**src/rtl/multicycle_controller_pkg.sv**
```systemverilog
// Shared constants for the multi-cycle RISC-V control unit: FSM state
// encoding, opcodes, ALU control codes and datapath mux selects.
package ctrl_pkg;

  typedef enum logic [3:0] {
    S_FETCH    = 4'd0,
    S_DECODE   = 4'd1,
    S_MEMADR   = 4'd2,
    S_MEMREAD  = 4'd3,
    S_MEMWB    = 4'd4,
    S_MEMWRITE = 4'd5,
    S_EXECUTER = 4'd6,
    S_EXECUTEI = 4'd7,
    S_ALUWB    = 4'd8,
    S_BEQ      = 4'd9,
    S_JAL      = 4'd10
  } state_t;

  localparam logic [6:0] OP_LW    = 7'b0000011;
  localparam logic [6:0] OP_SW    = 7'b0100011;
  localparam logic [6:0] OP_RTYPE = 7'b0110011;
  localparam logic [6:0] OP_ITYPE = 7'b0010011;
  localparam logic [6:0] OP_BEQ   = 7'b1100011;
  localparam logic [6:0] OP_JAL   = 7'b1101111;

  localparam logic [2:0] ALU_ADD = 3'b000;
  localparam logic [2:0] ALU_SUB = 3'b001;
  localparam logic [2:0] ALU_AND = 3'b010;
  localparam logic [2:0] ALU_OR  = 3'b011;
  localparam logic [2:0] ALU_SLT = 3'b101;

  localparam logic [1:0] ALUOP_ADD   = 2'b00;
  localparam logic [1:0] ALUOP_SUB   = 2'b01;
  localparam logic [1:0] ALUOP_FUNCT = 2'b10;

  localparam logic [1:0] RES_ALUOUT = 2'b00;
  localparam logic [1:0] RES_MEM    = 2'b01;
  localparam logic [1:0] RES_ALU    = 2'b10;

  localparam logic [1:0] SRCA_PC    = 2'b00;
  localparam logic [1:0] SRCA_OLDPC = 2'b01;
  localparam logic [1:0] SRCA_RS1   = 2'b10;

  localparam logic [1:0] SRCB_RS2  = 2'b00;
  localparam logic [1:0] SRCB_IMM  = 2'b01;
  localparam logic [1:0] SRCB_FOUR = 2'b10;

  localparam logic [1:0] IMM_I = 2'b00;
  localparam logic [1:0] IMM_S = 2'b01;
  localparam logic [1:0] IMM_B = 2'b10;
  localparam logic [1:0] IMM_J = 2'b11;

  // Immediate format depends only on the opcode, never on the FSM state.
  function automatic logic [1:0] imm_for_op(input logic [6:0] op);
    case (op)
      OP_SW:   return IMM_S;
      OP_BEQ:  return IMM_B;
      OP_JAL:  return IMM_J;
      default: return IMM_I;
    endcase
  endfunction

endpackage

```
**src/rtl/multicycle_controller_if.sv**
```systemverilog
// Control bus between the controller and the multi-cycle datapath:
// instruction fields and flags in, enables and mux selects out.
interface multicycle_controller_if;

  logic [6:0] op;
  logic [2:0] funct3;
  logic       funct7b5;
  logic       zero;
  logic       mem_ready;
  logic       pcwrite;
  logic       adrsrc;
  logic       memwrite;
  logic       irwrite;
  logic [1:0] resultsrc;
  logic [1:0] alusrca;
  logic [1:0] alusrcb;
  logic [1:0] immsrc;
  logic [2:0] alucontrol;
  logic       regwrite;
  logic [3:0] state_dbg;

  modport master (
    input  op, funct3, funct7b5, zero, mem_ready,
    output pcwrite, adrsrc, memwrite, irwrite, resultsrc, alusrca,
           alusrcb, immsrc, alucontrol, regwrite, state_dbg
  );

  modport slave (
    output op, funct3, funct7b5, zero, mem_ready,
    input  pcwrite, adrsrc, memwrite, irwrite, resultsrc, alusrca,
           alusrcb, immsrc, alucontrol, regwrite, state_dbg
  );

endinterface

```
**src/rtl/multicycle_controller_alu_decoder.sv**
```systemverilog
// ALU control decode: fixed add/sub for address and branch work, or a
// funct3/funct7 decode for R-type and I-type arithmetic.
module alu_decoder
  import ctrl_pkg::*;
(
  input  logic [1:0] aluop,
  input  logic [2:0] funct3,
  input  logic       funct7b5,
  input  logic       op5,
  output logic [2:0] alucontrol
);

  // Only legal codes are produced; sub needs op[5] so addi never subtracts.
  always_comb begin
    alucontrol = ALU_ADD;
    case (aluop)
      ALUOP_ADD: alucontrol = ALU_ADD;
      ALUOP_SUB: alucontrol = ALU_SUB;
      default: begin
        case (funct3)
          3'b000:  alucontrol = (op5 && funct7b5) ? ALU_SUB : ALU_ADD;
          3'b010:  alucontrol = ALU_SLT;
          3'b110:  alucontrol = ALU_OR;
          3'b111:  alucontrol = ALU_AND;
          default: alucontrol = ALU_ADD;
        endcase
      end
    endcase
  end

endmodule

```
**src/rtl/multicycle_controller.sv**
```systemverilog
// Main control FSM for the multi-cycle core. Outputs are Moore decodes of
// the state, except the PC/IR/memory-write enables which also look at
// mem_ready or the ALU zero flag.
module multicycle_controller
  import ctrl_pkg::*;
(
  input  logic                          clk,
  input  logic                          reset,
  multicycle_controller_if.master       bus
);

  state_t     state, next_state;
  logic [1:0] aluop;
  logic       pcwrite, adrsrc, memwrite, irwrite, regwrite;
  logic [1:0] resultsrc, alusrca, alusrcb;
  logic [2:0] alucontrol;

  alu_decoder u_alu_decoder (
    .aluop      (aluop),
    .funct3     (bus.funct3),
    .funct7b5   (bus.funct7b5),
    .op5        (bus.op[5]),
    .alucontrol (alucontrol)
  );

  // State register; reset abandons any instruction and restarts fetch.
  always_ff @(posedge clk or posedge reset) begin
    if (reset) state <= S_FETCH;
    else       state <= next_state;
  end

  // Next-state and output decode; memory states stall until mem_ready.
  always_comb begin
    next_state = state;
    pcwrite    = 1'b0;
    adrsrc     = 1'b0;
    memwrite   = 1'b0;
    irwrite    = 1'b0;
    regwrite   = 1'b0;
    resultsrc  = RES_ALUOUT;
    alusrca    = SRCA_PC;
    alusrcb    = SRCB_RS2;
    aluop      = ALUOP_ADD;
    case (state)
      S_FETCH: begin
        alusrcb   = SRCB_FOUR;
        resultsrc = RES_ALU;
        if (bus.mem_ready) begin
          irwrite    = 1'b1;
          pcwrite    = 1'b1;
          next_state = S_DECODE;
        end
      end
      S_DECODE: begin
        alusrca = SRCA_OLDPC;
        alusrcb = SRCB_IMM;
        case (bus.op)
          OP_LW, OP_SW: next_state = S_MEMADR;
          OP_RTYPE:     next_state = S_EXECUTER;
          OP_ITYPE:     next_state = S_EXECUTEI;
          OP_BEQ:       next_state = S_BEQ;
          OP_JAL:       next_state = S_JAL;
          default:      next_state = S_FETCH;
        endcase
      end
      S_MEMADR: begin
        alusrca    = SRCA_RS1;
        alusrcb    = SRCB_IMM;
        next_state = (bus.op == OP_LW) ? S_MEMREAD : S_MEMWRITE;
      end
      S_MEMREAD: begin
        adrsrc = 1'b1;
        if (bus.mem_ready) next_state = S_MEMWB;
      end
      S_MEMWB: begin
        resultsrc  = RES_MEM;
        regwrite   = 1'b1;
        next_state = S_FETCH;
      end
      S_MEMWRITE: begin
        adrsrc   = 1'b1;
        memwrite = 1'b1;
        if (bus.mem_ready) next_state = S_FETCH;
      end
      S_EXECUTER: begin
        alusrca    = SRCA_RS1;
        aluop      = ALUOP_FUNCT;
        next_state = S_ALUWB;
      end
      S_EXECUTEI: begin
        alusrca    = SRCA_RS1;
        alusrcb    = SRCB_IMM;
        aluop      = ALUOP_FUNCT;
        next_state = S_ALUWB;
      end
      S_ALUWB: begin
        regwrite   = 1'b1;
        next_state = S_FETCH;
      end
      S_BEQ: begin
        alusrca    = SRCA_RS1;
        aluop      = ALUOP_SUB;
        pcwrite    = bus.zero;
        next_state = S_FETCH;
      end
      S_JAL: begin
        alusrca    = SRCA_OLDPC;
        alusrcb    = SRCB_FOUR;
        pcwrite    = 1'b1;
        next_state = S_ALUWB;
      end
      default: next_state = S_FETCH;
    endcase
  end

  assign bus.pcwrite    = pcwrite;
  assign bus.adrsrc     = adrsrc;
  assign bus.memwrite   = memwrite;
  assign bus.irwrite    = irwrite;
  assign bus.regwrite   = regwrite;
  assign bus.resultsrc  = resultsrc;
  assign bus.alusrca    = alusrca;
  assign bus.alusrcb    = alusrcb;
  assign bus.alucontrol = alucontrol;
  assign bus.immsrc     = imm_for_op(bus.op);
  assign bus.state_dbg  = state;

endmodule

```
**src/flat_wrapper.sv**
```systemverilog
// flat-port wrapper written by rule: the top's interface ports become plain ports
module multicycle_controller_flat import ctrl_pkg::*;
  (clk, reset, bus_op, bus_funct3, bus_funct7b5, bus_zero, bus_mem_ready, bus_pcwrite, bus_adrsrc, bus_memwrite, bus_irwrite, bus_resultsrc, bus_alusrca, bus_alusrcb, bus_immsrc, bus_alucontrol, bus_regwrite, bus_state_dbg);
  multicycle_controller_if bus_i ();
  input  logic clk;
  input  logic reset;
  input wire logic [$bits(bus_i.op)-1:0] bus_op;
  input wire logic [$bits(bus_i.funct3)-1:0] bus_funct3;
  input wire logic [$bits(bus_i.funct7b5)-1:0] bus_funct7b5;
  input wire logic [$bits(bus_i.zero)-1:0] bus_zero;
  input wire logic [$bits(bus_i.mem_ready)-1:0] bus_mem_ready;
  output wire logic [$bits(bus_i.pcwrite)-1:0] bus_pcwrite;
  output wire logic [$bits(bus_i.adrsrc)-1:0] bus_adrsrc;
  output wire logic [$bits(bus_i.memwrite)-1:0] bus_memwrite;
  output wire logic [$bits(bus_i.irwrite)-1:0] bus_irwrite;
  output wire logic [$bits(bus_i.resultsrc)-1:0] bus_resultsrc;
  output wire logic [$bits(bus_i.alusrca)-1:0] bus_alusrca;
  output wire logic [$bits(bus_i.alusrcb)-1:0] bus_alusrcb;
  output wire logic [$bits(bus_i.immsrc)-1:0] bus_immsrc;
  output wire logic [$bits(bus_i.alucontrol)-1:0] bus_alucontrol;
  output wire logic [$bits(bus_i.regwrite)-1:0] bus_regwrite;
  output wire logic [$bits(bus_i.state_dbg)-1:0] bus_state_dbg;
  assign bus_i.op = bus_op;
  assign bus_i.funct3 = bus_funct3;
  assign bus_i.funct7b5 = bus_funct7b5;
  assign bus_i.zero = bus_zero;
  assign bus_i.mem_ready = bus_mem_ready;
  assign bus_pcwrite = bus_i.pcwrite;
  assign bus_adrsrc = bus_i.adrsrc;
  assign bus_memwrite = bus_i.memwrite;
  assign bus_irwrite = bus_i.irwrite;
  assign bus_resultsrc = bus_i.resultsrc;
  assign bus_alusrca = bus_i.alusrca;
  assign bus_alusrcb = bus_i.alusrcb;
  assign bus_immsrc = bus_i.immsrc;
  assign bus_alucontrol = bus_i.alucontrol;
  assign bus_regwrite = bus_i.regwrite;
  assign bus_state_dbg = bus_i.state_dbg;
  multicycle_controller u_core (.clk(clk), .reset(reset), .bus(bus_i));
endmodule
```
**config.mk**
```make
export PLATFORM = sky130hd
export DESIGN_NAME = multicycle_controller_flat
export DESIGN_NICKNAME = d
export VERILOG_FILES = /design/src/rtl/multicycle_controller_pkg.sv /design/src/rtl/multicycle_controller_if.sv /design/src/rtl/multicycle_controller_alu_decoder.sv /design/src/rtl/multicycle_controller.sv /design/src/flat_wrapper.sv
export SDC_FILE = /design/constraint.sdc
export NUM_CORES = 1
export LEC_CHECK = 0
export BUFFER_PORTS_ARGS = -buffer_cell sky130_fd_sc_hd__buf_2
export CELL_PAD_IN_SITES_DETAIL_PLACEMENT = 1
export CELL_PAD_IN_SITES_GLOBAL_PLACEMENT = 2
export CORE_MARGIN = 8
export CORE_UTILIZATION = 24
export CTS_BUF_LIST = sky130_fd_sc_hd__clkbuf_2
export CTS_CLUSTER_SIZE = 14
export DETAILED_ROUTE_END_ITERATION = 12
export PLACE_DENSITY_LB_ADDON = 0.1
export SYNTH_ARGS = -nofsm -noshare
export SYNTH_HDL_FRONTEND = slang
export SYNTH_SLANG_ARGS = --single-unit
```
**constraint.sdc**
```tcl
create_clock -name clk -period 3.2 [get_ports clk]
set_input_delay 0.16 -clock clk [delete_from_list [all_inputs] [get_ports clk]]
set_output_delay 0.16 -clock clk [all_outputs]
set_load 0.05 [all_outputs]
```
==> After elaboration in Yosys (flattened, before gate mapping) <==
Cells that the tools add are included.
{ "classes": {"mux": 20, "eq_ne": 23, "n_reduce_logical": 14} }
{ "ops": {"columns": ["op", "count"], "rows": [
  ["$pmux 4 s6", 1],
  ["$pmux 4 s5", 1],
  ["$eq 4x3->1 const B", 4],
  ["$pmux 2 s2", 4],
  ["$eq 7x6->1 const B", 2],
  ["$eq 7x7->1 const B", 2],
  ["$eq 4x4->1 const B", 3],
  ["$mux 4", 3],
  ["$pmux 3 s4", 1],
  ["$reduce_or 2->1", 6],
  ["$eq 4x2->1 const B", 2],
  ["$eq 7x2->1 const B", 1],
  ["$eq 7x5->1 const B", 1],
  ["$eq 3x3->1 const B", 2],
  ["$mux 1", 6],
  ["$ne 2x2->1 const B", 3],
  ["$pmux 2 s3", 1],
  ["$pmux 3 s2", 1],
  ["$reduce_or 3->1", 2],
  ["$eq 4x1->1 const B", 1],
  ["$logic_not 4->1", 1],
  ["$reduce_or 4->1", 1],
  ["$eq 3x2->1 const B", 1],
  ["$logic_not 3->1", 1],
  ["other kinds (6)", 6]
]} }
{ "word_totals": {"output_inout_bits": 20, "inputBits": 15, "regBits": 4, "wordCells": 58} }

==> Depth between registers and ports, before layout <==
{ "depth": {"ltp_word": 5, "ltp_mapped": 6} }

==> Cells and area by module <==
From an unflattened synthesis, not the netlist that was laid out.
{ "unflattened": {"cells_unflattened": 80, "hier_area_um2": 538.0} }
{ "by_module_without_submodules": {"columns": ["mod", "n_inst", "area_per_inst_um2", "cells_each", "seq_area_each_um2"], "rows": [
  ["multicycle_controller", 1, 495.5, 73, 100.1],
  ["alu_decoder", 1, 42.5, 7, 0.0]
]} }

==> Worst setup path after synthesis <==
OpenSTA, ideal clock, no wires.
{ "synth_timing": {"path_kind": "flip-flop to output port", "from": "reg u_core.state[0], in the netlist u_core.bus.state_dbg[0]", "to": "out bus_irwrite", "setup_slack_ns": 0.038, "n_path_buf": 1, "t_required_ns": 3.040, "arrival_ns": 3.002, "stages_incl_launch_ff": 4, "path_cell_list": "dfrtp_1 -> clkbuf_8 -> nor4_1 -> and2_1"} }
{ "synth_between": {"elab_chain_cells": 2} }
{ "synth_lines": {"columns": ["element", "line_no", "text"], "rows": [
  ["start: declaration", "multicycle_controller.sv:12", "state_t state, next_state;"],
  ["start signal: assignment", "multicycle_controller.sv:29", "else state <= next_state;"],
  ["$logic_not 4->1", "multicycle_controller.sv:44", "case (state)"],
  ["$mux 1", "multicycle_controller.sv:44", null],
  ["end: declaration", "flat_wrapper.sv:15", "output wire logic [$bits(bus_i.irwrite)-1:0] bus_irwrite;"]
]} }
No other way between the ends.

==> Worst setup path after layout <==
{ "layout_timing": {"from": "reg u_core.state[1], in the netlist u_core.bus.state_dbg[1]", "to": "out bus_pcwrite"} }
{ "layout_between": {"elab_chain_cells": 2, "word_cells_on_any_way": 4, "cone_classes": "2 x eq/ne; 1 x mux; 1 x reduce/logical"} }
{ "layout_lines": {"columns": ["element", "line_no", "text"], "rows": [
  ["$eq 4x4->1 or $logic_not 4->1 (tied branches)", "multicycle_controller.sv:44", null],
  ["$pmux 1 s3 (*)", "multicycle_controller.sv:44", null],
  ["end: declaration", "flat_wrapper.sv:12", "output wire logic [$bits(bus_i.pcwrite)-1:0] bus_pcwrite;"]
]} }
Every way passes the cells marked *; elsewhere a longest branch is shown, timed or not.

==> results.txt <==
----------------------------------------------------
[Run status]
  Outcome ... complete, no violations

[Setup path]
  Required time worst endpoint ... 3.04 ns
  Worst Setup Start Kind ... flip-flop
  Maximum fanout encountered on the critical timing path ... 21
  Crit path DAT ... 1.73 ns
  Type of the setup path with the least slack ... reg -> out
  Sort of element at the end of the critical path ... output port

[Global routing]
  Total grt overflow ... 0
  Overall global routing resource usage ... 9.93%
  Antenna violations before repair ... 0
  Number of global-route vias before repair ... 777
  Maximum number of pins on one net before global-route repair ... 22
  Global-route wire length before repair ... 3580 µm

[Logic synthesis]
  Cells after Synth ... 89
  Synth Cell Area ... 611 µm²
  Top-area cell type share of the netlist area ... 16.4%
  Cell types occupying the most area after synthesis ... sky130_fd_sc_hd__dfrtp_1 (16%), sky130_fd_sc_hd__nor3_1 (7.4%), sky130_fd_sc_hd__nand2_1 (7.4%)
  Post-synth net total ... 104
  Leading register cell type out of synthesis ... sky130_fd_sc_hd__dfrtp_1
  Total of flip-flops plus latches after synthesis ... 4
  Share of the yosys chip area belonging to registers ... 16.4%
  Count of warnings emitted by yosys ... 0
  Cell taking the most area after synthesis ... sky130_fd_sc_hd__dfrtp_1
  Number of enable-type register cells in the synthesized netlist ... 0
  Unique masters post-synth ... 33
  Post-synth ARST share ... 100%
  Synthesized area divided by synthesized cell count ... 6.86 µm²

[Floorplan]
  Die extent in y ... 66.4 µm
  Core footprint ... 0.00245 mm²
  Row cnt ... 18
  Effective utilization at floorplan ... 24.9%
  Die width ... 66.4 µm
  Floorplan die area ... 0.00441 mm²
  Ports ... 35

[STA]
  Maximum achievable frequency ... 530 MHz
  Unrepaired setup endpoints after global routing ... false
  Clock Skews ... 0.00435 ns
  Final Max Slew Viols ... 0
  Max_slew headroom ... 57.8%
  Part of the cycle the worst path needs ... 58.9%
  Clock period minus final worst setup slack ... 1.89 ns
  Final setup TNS ... 0 ns
  Transition time at the pin with the least slew margin ... 0.633 ns
  Final Hold Vio Count ... 0
  Setup violators final ... 0

[Drt]
  Vias after detailed routing ... 739
  Total routed wire length on the met1 layer ... 933 µm
  Initial DRC Count ... 9
  Remaining antenna violation count after routing ... 0
  Detailed-route wire length ... 2040 µm
  Highest routed metal layer ... met3
  Routed wire length on met3 ... 108 µm
  Detailed Routing Iterations Pass 1 ... 2
  Detailed route wirelength on metal2 ... 996 µm
  Number of vias per cell after detailed routing ... 4.89
  Post-detailed-route wirelength per cell ... 13.5 µm
  DRC viols ... 0

[Clock network]
  Count of instances resized after the clock tree is built ... 0
  Clock tree from TritonCTS ... yes
  Root Buffer ... sky130_fd_sc_hd__clkbuf_2
  CTS sink cnt ... 4
  Clk Latency, worst-skew pair ... 0.20 ns
  Number of buffers on the longest clock path ... 2
  Clock H-tree levels ... 1
  Clock transition at the register clock pins on the worst setup and hold paths after CTS ... 0.04 ns
  Hold buffer count at cts ... 1
  Num CTS Buffers ... 3
  Post-CTS setup buffer count ... 0

[Place]
  Final estimated routing congestion in global placement ... 0.738
  Placed cell count ... 147
  HPWL after detailed placement ... 1630 µm
  Count of input and output buffers ... 34

[Cells and area]
  Max reg flops ... 4
  Layout net count ... 138
  Fraction of final layout cells sized beyond drive strength 1 ... 33.9%
  Cell Count, Final, Fillers Out ... 151
  Syn-to-layout area delta ... 29.5%
  Antenna diode count ... 0
  Layout filler cell count ... 332

[Power and ir drop]
  Leakage power total ... 0.379 nW
  Relative contribution of sequential cells to total power ... 25.3%
  Share of total power consumed by net switching ... 56.2%
  Power per unit of standard cell area ... 368 mW/mm²
  Internal power ... 0.127 mW
  Gate power share ... 59.4%
  Maximum VDD drop ... 0.145 mV
  Clock Power Share ... 15.3%
  Switching Power ... 0.163 mW

[Worst hold path]
  Path type of the worst min-delay path ... in -> reg

[Job]
  Count of max-cap constraint violations ... 0

----------------------------------------------------
==> cell families (layout without fill, tap and decap cells) <==
family | after synthesis | in the layout | synth area share, %
AOI/OAI and AO/OA | 16 | 16 | 16.0
xor gates and xnor gates | 3 | 3 | 4.30
buffers and inverters | 9 | 41 | 10.5
DFF | 4 | 4 | 16.4
and+or+nand+nor | 57 | 57 | 52.9
==> layer usage <==
metal | vias to the layer above | GRT usage, %
li1 | 382 | -
met1 | 337 | 12.5
met2 | 20 | 16.3
met3 | 0 | 1.69
met4 | 0 | 4.00
met5 | - | 0
==> critical path, cell delays in order, from the launching register on <==
cell,delay [ns]
sky130_fd_sc_hd__dfrtp_1,0.60
sky130_fd_sc_hd__nor2_1,0.28
sky130_fd_sc_hd__nand2_1,0.08
sky130_fd_sc_hd__a21o_1,0.17
sky130_fd_sc_hd__a21oi_1,0.11
sky130_fd_sc_hd__buf_2,0.28
==> metrics by stage <==
stage	util, %	setup WS [ns]	power, mW	hold WS (ns)	area (µm²)
finish	32.2	1.31	0.291	0.288	791
global route	32.2	1.09	0.315	0.279	791
CTS	32.2	1.28	0.297	0.269	791
detailed placement	31.2	1.50	0.249	0.0433	766
global placement	31.2	1.56	0.247	0.0400	766
floorplan	-	0.0379	0.208	-0.0739	611
==> power by group through the flow <==
| stage | Clock (mW) | Combinational, mW | Sequential, mW |
|---|---|---|---|
| 3_3_place_gp | 0 | 0.173 | 0.0738 |
| 5_1_grt | 0.0538 | 0.185 | 0.0763 |
| 4_1_cts | 0.0471 | 0.175 | 0.0744 |
| 6_report | 0.0444 | 0.173 | 0.0737 |
| 3_5_place_dp | 0 | 0.174 | 0.0750 |
| 2_1_floorplan | 0 | 0.136 | 0.0715 |
==> cell usage after synthesis (all sizes together) (2+ instances only) <==
cell,count
nand3,3
inv,3
dfrtp,4
xnor2,3
nand2b,5
clkbuf,3
buf,3
nor3,9
nand2,12
nor2,12
nor2b,3
o21ai,3
nor4,3
a21oi,6
nor3b,2
==> path summary, 6_finish.rpt <==
check / startpoint / end / slack [ns] / cells after the start
setup / recovery: u_core.bus.state_dbg[1] / bus_pcwrite / 1.31 / 5
setup reg to reg: u_core.bus.state_dbg[1] / u_core.bus.state_dbg[2] / 1.62 / 4
min in group asynchronous: reset / u_core.bus.state_dbg[3] / 0.38 / 3
max in group asynchronous: reset / u_core.bus.state_dbg[1] / 2.67 / 3
hold / removal: bus_op[1] / u_core.bus.state_dbg[1] / 0.29 / 3
hold reg to reg: u_core.bus.state_dbg[3] / u_core.bus.state_dbg[0] / 0.83 / 1
==> placed cells by master, fill, tap and decap left out, drive strengths merged, types with 2 or more instances in the layout <==
master,instances
a21oi,6
buf,34
clkbuf,3
dfrtp,4
inv,3
nand2,12
nand2b,5
nand3,3
nor2,12
nor2b,3
nor3,9
nor3b,2
nor4,3
o21ai,3
xnor2,3
==> cell type report <==
| cell class | count | area (µm²) | share of cell area, % |
|---|---|---|---|
| multi-input cells | 76 | 447 | 56.5 |
| well taps | 30 | 37.5 | 4.75 |
| repair buffers | 35 | 180 | 22.8 |
| clock buffers | 3 | 15.0 | 1.90 |
| flip-flops and latches | 4 | 100 | 12.7 |
| inverters | 3 | 11.3 | 1.42 |
No activity file was read; power rests on OpenSTA's default activity.
